$ cat src/rtl/tensor_core_pkg.sv
// Shared types and constants for the tensor core instruction arbiter.
package tensor_core_pkg;

    typedef logic [15:0] instruction_t;

    localparam instruction_t TC_NOP = 16'h0000;

    typedef enum logic [0:0] {
        ARB_IDLE  = 1'b0,
        ARB_GRANT = 1'b1
    } arb_state_t;

endpackage

$ cat src/rtl/rr_priority_picker.sv
// Combinational round-robin picker: first asserted request at or after ptr, wrapping at NUM_REQ-1.
module rr_priority_picker
    import tensor_core_pkg::*;
#(
    parameter int NUM_REQ = 2,
    parameter int PTR_W   = $clog2(NUM_REQ)
) (
    input  logic [NUM_REQ-1:0] req,
    input  logic [PTR_W-1:0]   ptr,
    output logic [PTR_W-1:0]   winner,
    output logic               any_valid
);

    logic [PTR_W:0] sum;

    // Scan from the farthest offset down so the offset closest to ptr is written last and wins.
    always_comb begin
        winner    = '0;
        any_valid = 1'b0;
        sum       = '0;
        for (int i = NUM_REQ - 1; i >= 0; i--) begin
            sum = {1'b0, ptr} + (PTR_W + 1)'(i);
            if (sum >= (PTR_W + 1)'(NUM_REQ)) begin
                sum = sum - (PTR_W + 1)'(NUM_REQ);
            end
            if (req[sum[PTR_W-1:0]]) begin
                winner    = sum[PTR_W-1:0];
                any_valid = 1'b1;
            end
        end
    end

endmodule

$ cat src/rtl/tensor_core_instruction_arbiter.sv
// Shares one tensor core controller among NUM_REQ instruction sources with atomic, round-robin
// granted sequences, and routes each result byte back to the requester that issued it.
module tensor_core_instruction_arbiter
    import tensor_core_pkg::*;
#(
    parameter int NUM_REQ        = 2,
    parameter int INSTR_WIDTH    = 16,
    parameter int DATA_WIDTH     = 8,
    parameter int MAX_BURST      = 16,
    parameter int RESULT_LATENCY = 1
) (
    input  logic                           clock_in,
    input  logic                           reset_in,
    input  logic [NUM_REQ-1:0]             req_valid_in,
    input  logic [NUM_REQ*INSTR_WIDTH-1:0] req_instruction_in,
    input  logic [NUM_REQ-1:0]             req_last_in,
    output logic [NUM_REQ-1:0]             req_ready_out,
    input  logic                           core_ready_in,
    output logic [INSTR_WIDTH-1:0]         current_tensor_core_instruction,
    output logic                           instruction_valid_out,
    input  logic [DATA_WIDTH-1:0]          tensor_core_controller_output,
    output logic [DATA_WIDTH-1:0]          result_data_out,
    output logic [NUM_REQ-1:0]             result_valid_out,
    output logic [$clog2(NUM_REQ)-1:0]     grant_owner_out,
    output logic                           busy_out,
    output logic                           overrun_out
);

    localparam int PTR_W   = $clog2(NUM_REQ);
    localparam int BURST_W = $clog2(MAX_BURST + 1);
    localparam logic [INSTR_WIDTH-1:0] NOP = INSTR_WIDTH'(TC_NOP);

    typedef struct packed {
        logic             valid;
        logic [PTR_W-1:0] owner;
    } tag_t;

    arb_state_t         state;
    logic [PTR_W-1:0]   rr_ptr;
    logic [PTR_W-1:0]   owner;
    logic [PTR_W-1:0]   winner;
    logic [PTR_W-1:0]   next_ptr;
    logic               any_valid;
    logic [BURST_W-1:0] burst_cnt;
    logic               transfer;
    logic               owner_last;
    logic               burst_limit;
    logic [INSTR_WIDTH-1:0] owner_instr;
    tag_t               tag_pipe [RESULT_LATENCY];
    tag_t               tag_head;

    rr_priority_picker #(
        .NUM_REQ (NUM_REQ),
        .PTR_W   (PTR_W)
    ) u_picker (
        .req       (req_valid_in),
        .ptr       (rr_ptr),
        .winner    (winner),
        .any_valid (any_valid)
    );

    // Handshake: a requester's instruction moves when its valid and ready are both high on a rising
    // edge; ready is only offered to the grant owner and simply mirrors core_ready_in.
    always_comb begin
        req_ready_out = '0;
        if (state == ARB_GRANT) begin
            req_ready_out[owner] = core_ready_in;
        end
    end

    assign owner_instr = req_instruction_in[int'(owner)*INSTR_WIDTH +: INSTR_WIDTH];
    assign owner_last  = req_last_in[owner];
    assign transfer    = (state == ARB_GRANT) && req_valid_in[owner] && core_ready_in;
    assign burst_limit = (burst_cnt == BURST_W'(MAX_BURST - 1));
    assign next_ptr    = (owner == PTR_W'(NUM_REQ - 1)) ? '0 : owner + PTR_W'(1);

    always_ff @(posedge clock_in or negedge reset_in) begin
        if (!reset_in) begin
            state                           <= ARB_IDLE;
            rr_ptr                          <= '0;
            owner                           <= '0;
            burst_cnt                       <= '0;
            current_tensor_core_instruction <= NOP;
            instruction_valid_out           <= 1'b0;
            overrun_out                     <= 1'b0;
        end else begin
            current_tensor_core_instruction <= NOP;
            instruction_valid_out           <= 1'b0;
            overrun_out                     <= 1'b0;
            case (state)
                ARB_IDLE: begin
                    if (any_valid) begin
                        owner <= winner;
                        state <= ARB_GRANT;
                    end
                end
                ARB_GRANT: begin
                    if (transfer) begin
                        current_tensor_core_instruction <= owner_instr;
                        instruction_valid_out           <= 1'b1;
                        // A last on the MAX_BURST-th beat is a normal release, not an overrun.
                        if (owner_last || burst_limit) begin
                            state       <= ARB_IDLE;
                            rr_ptr      <= next_ptr;
                            burst_cnt   <= '0;
                            overrun_out <= !owner_last;
                        end else begin
                            burst_cnt <= burst_cnt + BURST_W'(1);
                        end
                    end
                end
                default: state <= ARB_IDLE;
            endcase
        end
    end

    // Owner is still the issuer while its instruction is on the output, so tags stay correct
    // across grant changes without draining.
    always_ff @(posedge clock_in or negedge reset_in) begin
        if (!reset_in) begin
            for (int i = 0; i < RESULT_LATENCY; i++) begin
                tag_pipe[i] <= '0;
            end
        end else begin
            tag_pipe[0] <= '{valid: instruction_valid_out, owner: owner};
            for (int i = 1; i < RESULT_LATENCY; i++) begin
                tag_pipe[i] <= tag_pipe[i-1];
            end
        end
    end

    assign tag_head = tag_pipe[RESULT_LATENCY-1];

    always_comb begin
        result_valid_out = '0;
        if (tag_head.valid) begin
            result_valid_out[tag_head.owner] = 1'b1;
        end
    end

    assign result_data_out = tensor_core_controller_output;
    assign grant_owner_out = owner;
    assign busy_out        = (state == ARB_GRANT);

endmodule
$ cat config.mk
export PLATFORM = sky130hd
export DESIGN_NAME = tensor_core_instruction_arbiter
export DESIGN_NICKNAME = d
export VERILOG_FILES = /design/src/rtl/tensor_core_pkg.sv /design/src/rtl/rr_priority_picker.sv /design/src/rtl/tensor_core_instruction_arbiter.sv
export SDC_FILE = /design/constraint.sdc
export NUM_CORES = 1
export LEC_CHECK = 0
export CAP_MARGIN = 15
export CORE_MARGIN = 2
export CORE_UTILIZATION = 35
export CTS_CLUSTER_DIAMETER = 150
export DETAILED_ROUTE_END_ITERATION = 12
export PLACE_DENSITY_LB_ADDON = 0.3
export SKIP_LAST_GASP = 1
export SYNTH_ARGS = -nofsm -noshare
export SYNTH_HDL_FRONTEND = slang
export SYNTH_SLANG_ARGS = --single-unit
$ cat constraint.sdc
create_clock -name clock_in -period 2.8 [get_ports clock_in]
set_input_delay 0.56 -clock clock_in [delete_from_list [all_inputs] [get_ports clock_in]]
set_output_delay 0.56 -clock clock_in [all_outputs]
set_load 0.005 [all_outputs]
== Word-level counts from Yosys, hierarchy flattened ==
Cells that the tools add are included.
Cells by class
  bitwise gates (word level): 2
  multiplexer cells: 33
  reductions and logical operators: 9
  shift-type cells: 1
  equality and inequality tests: 1
  $lt $le $gt $ge: 8
  $add $sub $neg: 5
Operator list (number)
  16-bit 2-to-1 mux: 2
  32-bit by 6-bit variable part select with 16-bit output: 1
  1-bit 2-to-1 mux: 25
  1-bit by 2-bit less-than comparator with 1-bit output (second input constant): 4
  5-bit by 1-bit adder with 5-bit output (second input constant): 1
  5-bit by 4-bit == test with 1-bit output (second input constant): 1
  5-bit 2-to-1 mux: 1
  1-bit logical AND: 4
  2-bit 2-to-1 mux: 2
  2-bit AND reduction: 2
  3-bit AND reduction: 1
  1-bit by 1-bit adder with 2-bit output (second input constant): 1
  2-bit AND: 1
  1-bit demux with 1-bit select: 2
  1-bit greater-or-equal comparator (second input constant): 2
  1-bit by 2-bit greater-or-equal comparator with 1-bit output (second input constant): 1
  2-bit greater-or-equal comparator (second input constant): 1
  1-bit case mux with 2 select lines: 1
  1-bit subtractor (second input constant): 2
  1-bit adder (second input constant): 1
  1-bit logical NOT: 1
  1-bit logical OR: 1
  1-bit NOT: 1
Word-level totals
  bits of input ports: 47
  word-level logic and storage cells: 68
  output and inout bits: 32
  register bits: 28

== Logic depth before layout (Yosys ltp) ==
Gate-level depths: netlist (run 1).
  depth in word-level cells: 9
  mapped depth: 5
  depth with buffers taken out: 5

== Modules after synthesis ==
From an unflattened synthesis (run 1), not the netlist that was laid out.
Unflattened totals
  cells, all modules: 109
  area, all modules: 1288.7 sq um
Modules (own cells, without submodules)
  tensor_core_instruction_arbiter: cells an instance 106, sequential area each 700.7 sq um, area an instance 1271.2 sq um, times used 1
  rr_priority_picker: cells an instance 3, sequential area each 0.0 sq um, area an instance 17.5 sq um, times used 1

== Least setup slack after synthesis (run 1) ==
Ideal clock, no wire load.
  kind: reg-to-reg
  start: register burst_cnt[0]
  end: register burst_cnt[3]
  cell stages (with the launch flop): 6
  setup time: 75 ps
  setup slack: 1027 ps
  required time: 2725 ps
  period minus slack after synthesis: 1773 ps
  buffers on the path: 0
  data arrival time: 1698 ps
  cells stage by stage: dfrtp_1 > ha_1 > and3_1 > ha_1 > or4b_4 > o2bb2ai_2
On the way
  word-level cells in the longest chain between the ends: 3
  elaborated cells between the ends (all ways): 4
  those cells by class: 1 x add/sub; 1 x eq/ne; 1 x mux; 1 x reduce/logical
Ends and longest elaborated chain
  from (decl): line tensor_core_instruction_arbiter.sv:44  | logic [BURST_W-1:0] burst_cnt;
  from (signal assigned): line tensor_core_instruction_arbiter.sv:108  | burst_cnt <= burst_cnt + BURST_W'(1);
  branches (longest 2 deep; another with 5-bit by 1-bit adder with 5-bit output)
  5-bit 2-to-1 mux (*): line tensor_core_instruction_arbiter.sv:102  | if (owner_last || burst_limit) begin
Every way passes the cells marked *.
A chain may end at the register's enable or synchronous reset.

== Final worst setup path (run 1) ==
  start: input port core_ready_in
  end: output port req_ready_out[0]
On the way
  word-level cells in the longest chain between the ends: 2
Ends and longest elaborated chain
  from (decl): line tensor_core_instruction_arbiter.sv:18  | input logic core_ready_in,
  2-bit AND (no line)
  2-bit 2-to-1 mux: line tensor_core_instruction_arbiter.sv:66  | if (state == ARB_GRANT) begin
  to (decl): line tensor_core_instruction_arbiter.sv:17  | output logic [NUM_REQ-1:0] req_ready_out,
Every way passes these cells.

==> results.toml, run 1 <==
[outcome]
run_status = "completed"

[drt]
firstDrtPassIters = 3
ant_nets = 0
drc = 0
drt_iter0_markers = 11
vias = 986
viasPerCell = 4.67
wire_per_inst_um = 12.8
drt_wl_total_um = 2710

[logic_synthesis]
syn_inst = 108
synth_top_family_by_area = "multiplexers"
synth-compound-area-share_pct = 7.56
synth_area_um2 = 1270
synth_area_per_cell_um2 = 11.8
ys_warn_count = 0
synth_simple_gate_area_share_pct = 11.3
async_flop_share_pct = 100
synthAdderAreaFrac_pct = 1.96
yosysSeqAreaShare_pct = 55.0
synth_edf_count = 0
synthMuxAreaShare_pct = 16.2
ys_types = 25
synth.ff_latch_count = 28
syn_nets = 157
synthXorXnorAreaFrac_pct = 0
synthFlopType = "dfrtp_1"

[timing]
setup-violations-final = 0
final.period_utilization_pct = 82.5
min_period_ns = 2.31
fin_ws_ns = 0.489
finalMaxSlewViolations = 0
slew_headroom_pct = 70.1
max_freq_mhz = 433
rsz0062_at_grt = "false"
fin_setup_tns_ns = 0
finalHoldViolCount = 0
tightest_slew_ns = 0.443
skew_ns = 0.00369

[worst_setup_path]
critPathMaxFanout = 3
reg2reg_to = "burst_cnt[0]"
r2r-start = "burst_cnt[0]"
critical_path_required_ns = 2.24
path_class = "input port to output pin"
cp.arrival_ns = 1.75
start_kind = "input port"
end_kind = "output pin"
r2r_slack_ns = 0.89
rr_worst_depth = 5

[die]
die_h_um = 64.3
die_x_um = 64.3
core-area_um2 = 3420
start_util_pct = 37.3
die_area_um2 = 4140
num_rows = 21
pin_count = 79

[clocking]
clock_path_buffers = 2
post_cts_resized = 0
cts_tree = "built"
clock-root-buffer = "clkbuf_4"
post-cts-setup-buffers = 0
cts.clk_slew.worst_paths_ns = 0.14
htree_levels = 1
cts_hold_buf = 0
cts_sinks = 28
cts_made_buffers = 3
clk_latency_ns = 0.31

[placement]
place_area_um2 = 1900
dp_hpwl_um = 2130
place_ws_ns = 0.477
io_buffer_count = 62
routabilityCongestion = 0.786

[power]
p_clk_share_pct = 14.9
power.leakage_nw = 0.889
pwr-share-comb_pct = 42.2
ir_worst_vdd_mv = 0.229
p_seq_share_pct = 42.9
p_sw_mw = 0.378
switching_share_pct = 30.0
p_int_mw = 0.882
powerDensity_nw_per_um2 = 652

[global_route]
grt_usage_pct = 14.0
grt-ovfl-total = 0
grt_pass1_wl_um = 4530
grt_pass1_vias = 1029
grt_max_degree = 29
antenna_found_initial = 0

[min_path]
holdPathEnd = "tag_head[1]"
hp-start = "instruction_valid_out"
holdPathStages = 0
hp-class = "register to register"

[run]
maxCapViolations = 0

[final_layout]
final_nets = 215
design_area_um2 = 1930
drive_above_1_share_pct = 7.88
diodes = 0
num-fill-cells = 305
syn_to_final_growth_pct = 51.7
## sequential cells by signal, summed over array words and instances, names as in the netlist
| signal | flops |
|---|---|
| rr_ptr | 1 |
| grant_owner_out | 1 |
| busy_out | 1 |
| instruction_valid_out | 1 |
| burst_cnt | 5 |
| overrun_out | 1 |
| tag_head | 2 |
| current_tensor_core_instruction | 16 |
## placed cells by master (no fill, tap or decap)
cell	n
buf_4	3
o31a_1	1
clkbuf_4	3
mux2_4	1
nor2b_1	1
clkdlybuf4s50_1	62
dfrtp_1	28
clkbuf_8	1
mux2i_1	18
a31oi_1	1
and3_1	3
nand2_1	3
o311ai_0	2
ha_1	2
nor2_1	17
o22ai_1	1
o211ai_1	1
nor3_1	1
mux2_2	1
or4b_4	1
nand2b_1	2
a21oi_1	1
o2bb2ai_2	3
and2_1	2
inv_1	6
## metal layers
layer  wire length [um]  share of wire [%]  track usage [%]  vias up
met2               1400                 52             26.7       46
met3                233                8.6             3.70        4
met5                  0                  0                0        -
li1                   -                  -                -      471
met4                 21               0.77             5.05        0
met1               1050                 39             14.6      465
## stage by stage
| step | total power [mW] | utilization (%) | hold slack [ns] | std cells |
|---|---|---|---|---|
| CTS | 1.28 | 56.6 | 0.411 | 211 |
| detailed placement | 1.09 | 55.5 | 0.380 | 207 |
| finish | 1.26 | 56.6 | 0.407 | 211 |
| floorplan | 0.842 | - | 0.264 | 108 |
| global route | 1.35 | 56.6 | 0.429 | 211 |
| global placement | 1.07 | 55.5 | 0.376 | 207 |
## critical path, cell delays in order
cell	delay [ns]
clkdlybuf4s50_1	0.49
nand2_1	0.08
nor2_1	0.11
clkdlybuf4s50_1	0.51
## cell usage after synthesis (all sizes together) (2+ instances only)
master / count / area share (%)
dfrtp: 28 / 55
mux2i: 18 / 14
nor2: 17 / 5.0
buf: 10 / 5.5
inv: 6 / 1.8
and3: 3 / 1.5
nand2: 3 / 0.88
o2bb2ai: 3 / 3.5
and2: 2 / 0.98
clkbuf: 2 / 0.69
ha: 2 / 2.0
mux2: 2 / 2.1
nand2b: 2 / 0.98
o311ai: 2 / 1.4
## how the worst max path moves through the flow
stage,cells past startpoint,endpoint,startpoint
4_1_cts,4,req_ready_out[0],core_ready_in
3_5_place_dp,4,req_ready_out[0],core_ready_in
2_1_floorplan,5,burst_cnt[3],burst_cnt[0]
3_3_place_gp,4,req_ready_out[0],core_ready_in
5_1_grt,4,req_ready_out[0],core_ready_in
6_report,4,req_ready_out[0],core_ready_in
## final cells by class
| class | instances | area (um2) | area share, % |
|---|---|---|---|
| Timing Repair Buffer | 65 | 643 | 33.3 |
| Clock buffer | 4 | 36.3 | 1.88 |
| Sequential cell | 28 | 701 | 36.3 |
| Inverter | 6 | 22.5 | 1.17 |
| Multi-Input combinational cell | 62 | 472 | 24.4 |
| Tap cell | 46 | 57.6 | 2.98 |
## power groups by stage
stage / registers [mW] / clock network, mW / logic, mW
after floorplan: 0.543 / 0 / 0.299
after global placement: 0.546 / 0 / 0.524
after detailed placement: 0.550 / 0 / 0.539
after CTS: 0.542 / 0.196 / 0.541
after global routing: 0.554 / 0.209 / 0.585
final: 0.541 / 0.188 / 0.531
## cell families (layout without fill, tap and decap cells)
logic type	Yosys count	in the layout
multiplexers	20	20
AO/OA/AOI/OAI	10	10
flip-flops	28	28
adder cells (fa/ha/maj)	2	2
buffers and inverters	18	75
AND/OR/NAND/NOR	30	30
Note: power is estimated with default switching activity, not from simulation.
==> run 2, diff against run 1 <==
==> constraint.sdc (replaced) <==
create_clock -name clock_in -period 2.2 [get_ports clock_in]
set_input_delay 0.44 -clock clock_in [delete_from_list [all_inputs] [get_ports clock_in]]
set_output_delay 0.44 -clock clock_in [all_outputs]
set_load 0.005 [all_outputs]
==> run 2 against run 1 <==
Effect of this change:
- non-clock buffer count did not move
- routed wire length decreased by 4.2%
- sequential power up 28%
- register-to-register slack got worse by 0.57 ns
- count of clock-buffer cells in the layout stayed put
- critical endpoint unchanged
==> results.toml, run 2 (same netlist as run 1, synthesis figures left out) <==
[placement]
routabilityCongestion = 0.813
place_area_um2 = 1900
dp_hpwl_um = 2070
dp.cells = 207
io_buffer_count = 62

[run]
maxCapViolations = 0

[clocking]
htree_levels = 1
clk_latency_ns = 0.31
post_cts_resized = 0
cts_hold_buf = 0
cts_tree = "built"
clock_path_buffers = 2
cts_made_buffers = 3
clock-root-buffer = "clkbuf_4"
post-cts-setup-buffers = 0
cts_sinks = 28
cts.clk_slew.worst_paths_ns = 0.14

[die]
core-area_um2 = 3420
die_area_um2 = 4140
die_x_um = 64.3
num_rows = 21
die_h_um = 64.3
pin_count = 79
start_util_pct = 37.3

[worst_setup_path]
path_class = "input port to output pin"
critPathBufInv = 2
critPathMaxFanout = 3
critical_path.cell_chain = "clkdlybuf4s50_1 > nand2_1 > nor2_1 > clkdlybuf4s50_1"
critical-path-top-delay-family = "buffers and inverters"
cp.arrival_ns = 1.59
slowest_delay_ns = 0.50
cp_slowest_cell = "clkdlybuf4s50_1"
start_kind = "input port"
critical_path_required_ns = 1.76
end_kind = "output pin"
worst_path_most_repeated_cell = "clkdlybuf4s50_1"

[timing]
final.period_utilization_pct = 92.4
min_period_ns = 2.03
tightest_slew_ns = 0.434
finalMaxSlewViolations = 0
rsz0062_at_grt = "false"
fin_setup_tns_ns = 0
max_freq_mhz = 492
setup-violations-final = 0
skew_ns = 0.00225
slew_headroom_pct = 70.7
finalHoldViolCount = 0

[power]
powerDensity_nw_per_um2 = 826
ir_worst_vdd_mv = 0.375
power.leakage_nw = 0.889

[drt]
firstDrtPassIters = 3
drc = 0
viasPerCell = 4.62
vias = 974
drt_wl_total_um = 2600
ant_nets = 0
wire_per_inst_um = 12.3
drt_iter0_markers = 15

[global_route]
grt-ovfl-total = 0
grt_pass1_wl_um = 4400
grt_pass1_vias = 1001
grt_usage_pct = 13.9
grt_max_degree = 29
antenna_found_initial = 0

[final_layout]
layout_commonest_cell = "clkdlybuf4s50_1"
final_nets = 215
drive_above_1_share_pct = 7.88
num-fill-cells = 301
top_register = "current_tensor_core_instruction"
final_cell_mix = "62 x clkdlybuf4s50_1, 28 x dfrtp_1, 18 x mux2i_1, 17 x nor2_1, 6 x inv_1"
design_area_um2 = 1930
syn_to_final_growth_pct = 51.7
diodes = 0
stdcell_count = 211
largest_register_ff_count = 16

[min_path]
hp-class = "register to register"

[outcome]
run_status = "completed"
## run 2: cell counts in the layout (fill, tap and decap cells not counted)
No cell type changed its count.
## run 2: power by group
| part | internal (mW) | switching [mW] | leakage (nW) |
|---|---|---|---|
| Combinational | 0.398 | 0.266 | 0.500 |
| Clock | 0.101 | 0.139 | 0.0210 |
| Sequential | 0.623 | 0.0675 | 0.368 |
| Total | 1.12 | 0.473 | 0.889 |
## run 2: cell type report
type                    count  area (um2)  share of cell area (%)
well taps                  46        57.6                    2.98
flip-flops and latches     28         701                    36.3
clock buffers               4        36.3                    1.88
inverters                   6        22.5                    1.17
multi-input cells          62         472                    24.4
repair buffers             65         643                    33.3
## run 2: through the flow
step / setup WS (ns) / hold slack (ns) / utilization (%) / total power [mW]
global placement: 0.176 / 0.375 / 55.5 / 1.36
global route: 0.101 / 0.420 / 56.6 / 1.72
detailed placement: 0.158 / 0.374 / 55.5 / 1.38
finish: 0.168 / 0.401 / 56.6 / 1.59
floorplan: 0.427 / 0.144 / - / 1.07
CTS: 0.152 / 0.405 / 56.6 / 1.62
## run 2: path summary, 6_finish.rpt
path / cells after the start / end / slack (ns) / from
worst max-delay path: 4 / req_ready_out[0] / 0.17 / core_ready_in
worst min-delay path: 0 / tag_head[1] / 0.40 / instruction_valid_out
worst max register to register: 5 / burst_cnt[0] / 0.32 / burst_cnt[0]
worst min register to register: 0 / tag_head[1] / 0.40 / instruction_valid_out
max in group asynchronous: 2 / current_tensor_core_instruction[0] / 1.46 / reset_in
min in group asynchronous: 2 / tag_head[1] / 0.49 / reset_in
## run 2: layer usage
layer	vias up	global-route usage, %	share of wire (%)
met5	-	0	0
met4	0	5.05	0.81
met3	4	5.81	12
met2	46	25.0	50
met1	450	14.2	37
li1	474	-	-
==> run 3, diff against run 2 <==
--- a/config.mk
+++ b/config.mk
@@ -6,6 +6,7 @@
 export NUM_CORES = 1
 export LEC_CHECK = 0
 export CAP_MARGIN = 15
+export CORE_ASPECT_RATIO = 0.9
 export CORE_MARGIN = 2
 export CORE_UTILIZATION = 35
 export CTS_CLUSTER_DIAMETER = 150
==> run 3 against run 2 <==
Effect of this change:
- first-iteration DRC count increased by 60%
- non-clock buffer count unchanged
- largest cell class unchanged
- total power rose by 10%
- combinational power up 0.9%
- worst setup slack worse by 0.014 ns
- register-to-register slack worse by 0.02 ns
- highest routed layer unchanged
- largest power group unchanged
- die area hardly changed
- cell count fell by 0.95%
- via count is 1.8% higher
- utilization increased by 0.74 points
- worst hold slack lost 0.016 ns
==> results.toml, run 3 (same netlist as run 1, synthesis figures left out) <==
[timing]
rsz0062_at_grt = "false"
slew_headroom_pct = 69.7
finalMaxSlewViolations = 0
finalHoldViolCount = 0
tightest_slew_ns = 0.449
setup-violations-final = 0
max_freq_mhz = 489
skew_ns = 0.00107
hold_ws_ns = 0.385
min_period_ns = 2.05
fin_ws_ns = 0.154
final.period_utilization_pct = 93.0
fin_setup_tns_ns = 0

[die]
die_area_um2 = 4140
die_x_um = 67.6
core-area_um2 = 3430
start_util_pct = 37.2
die_h_um = 61.2
pin_count = 79
num_rows = 20

[worst_setup_path]
r2r-start = "burst_cnt[0]"
cp.arrival_ns = 1.61
start_kind = "input port"
critPathMaxFanout = 3
rr_worst_depth = 5
reg2reg_to = "burst_cnt[4]"
critical_path_required_ns = 1.76
r2r_slack_ns = 0.30
path_class = "input port to output pin"
end_kind = "output pin"

[final_layout]
final_cell_mix = "62 x clkdlybuf4s50_1, 28 x dfrtp_1, 18 x mux2i_1, 17 x nor2_1, 6 x inv_1"
layout_commonest_cell = "clkdlybuf4s50_1"
diodes = 0
post-route-util_pct = 57.3
syn_to_final_growth_pct = 54.2
top_register = "current_tensor_core_instruction"
stdcell_count = 209
design_area_um2 = 1960
drive_above_1_share_pct = 7.88
largest_register_ff_count = 16
final_nets = 215

[drt]
vias = 992
firstDrtPassIters = 4
drt_iter0_markers = 24
drt_wl_total_um = 2700
wire_per_inst_um = 12.9
ant_nets = 0
drc = 0
viasPerCell = 4.75

[min_path]
holdPathEnd = "tag_head[1]"
holdPathStages = 0
hp-start = "instruction_valid_out"
hp-class = "register to register"

[clocking]
clock_path_buffers = 2
post_cts_resized = 0
cts_hold_buf = 0
clock-root-buffer = "clkbuf_8"
htree_levels = 1
cts.clk_slew.worst_paths_ns = 0.09
clk_latency_ns = 0.27
post-cts-setup-buffers = 0
cts_made_buffers = 3
cts_sinks = 28
cts_tree = "built"

[global_route]
grt_pass1_vias = 1011
grt_pass1_wl_um = 4410
grt_usage_pct = 14.4
grt-ovfl-total = 0
antenna_found_initial = 0
grt_max_degree = 29

[power]
total_power_mw = 1.76
p_int_mw = 1.27
power.leakage_nw = 0.903
pwr-share-comb_pct = 38.1
p_clk_share_pct = 22.6
powerDensity_nw_per_um2 = 895
ir_worst_vdd_mv = 0.392
switching_share_pct = 28.0
p_sw_mw = 0.493
p_seq_share_pct = 39.3

[placement]
dp_hpwl_um = 2110
io_buffer_count = 62
place_area_um2 = 1890
routabilityCongestion = 0.741
dp.cells = 205
place_ws_ns = 0.137

[run]
maxCapViolations = 0

[outcome]
run_status = "completed"
-- run 3: worst max-delay path, stage by stage --
cell,delay [ns]
clkdlybuf4s50_1,0.48
nand2_1,0.07
nor2_1,0.10
clkdlybuf4s50_1,0.51
-- run 3: layout make-up --
class	count	area (um2)
well taps	44	55.1
fillers	269	1460
multi-input cells	62	472
clock buffers	3	41.3
flip-flops and latches	28	701
clock inverters	1	30.0
inverters	6	22.5
repair buffers	65	643
-- run 3: layer usage --
layer / global-route usage, % / routed length, um
met5: 0 / 0
met4: 7.29 / 46
met2: 25.5 / 1400
met3: 5.85 / 326
met1: 14.9 / 925
-- run 3: worst max path at each step --
stage	depth (start not counted)	slack, ns	start	to
2_1_floorplan	5	0.43	burst_cnt[0]	burst_cnt[3]
6_report	4	0.15	core_ready_in	req_ready_out[0]
5_1_grt	4	0.05	core_ready_in	req_ready_out[0]
3_3_place_gp	4	0.18	core_ready_in	req_ready_out[0]
4_1_cts	4	0.13	core_ready_in	req_ready_out[0]
3_5_place_dp	4	0.14	core_ready_in	req_ready_out[0]
-- run 3: power by group through the flow --
| stage | sequential (mW) | clock, mW | combinational, mW |
|---|---|---|---|
| floorplan | 0.691 | 0 | 0.381 |
| CTS | 0.692 | 0.410 | 0.685 |
| global route | 0.711 | 0.437 | 0.738 |
| global placement | 0.698 | 0 | 0.665 |
| detailed placement | 0.704 | 0 | 0.681 |
| finish | 0.690 | 0.397 | 0.670 |
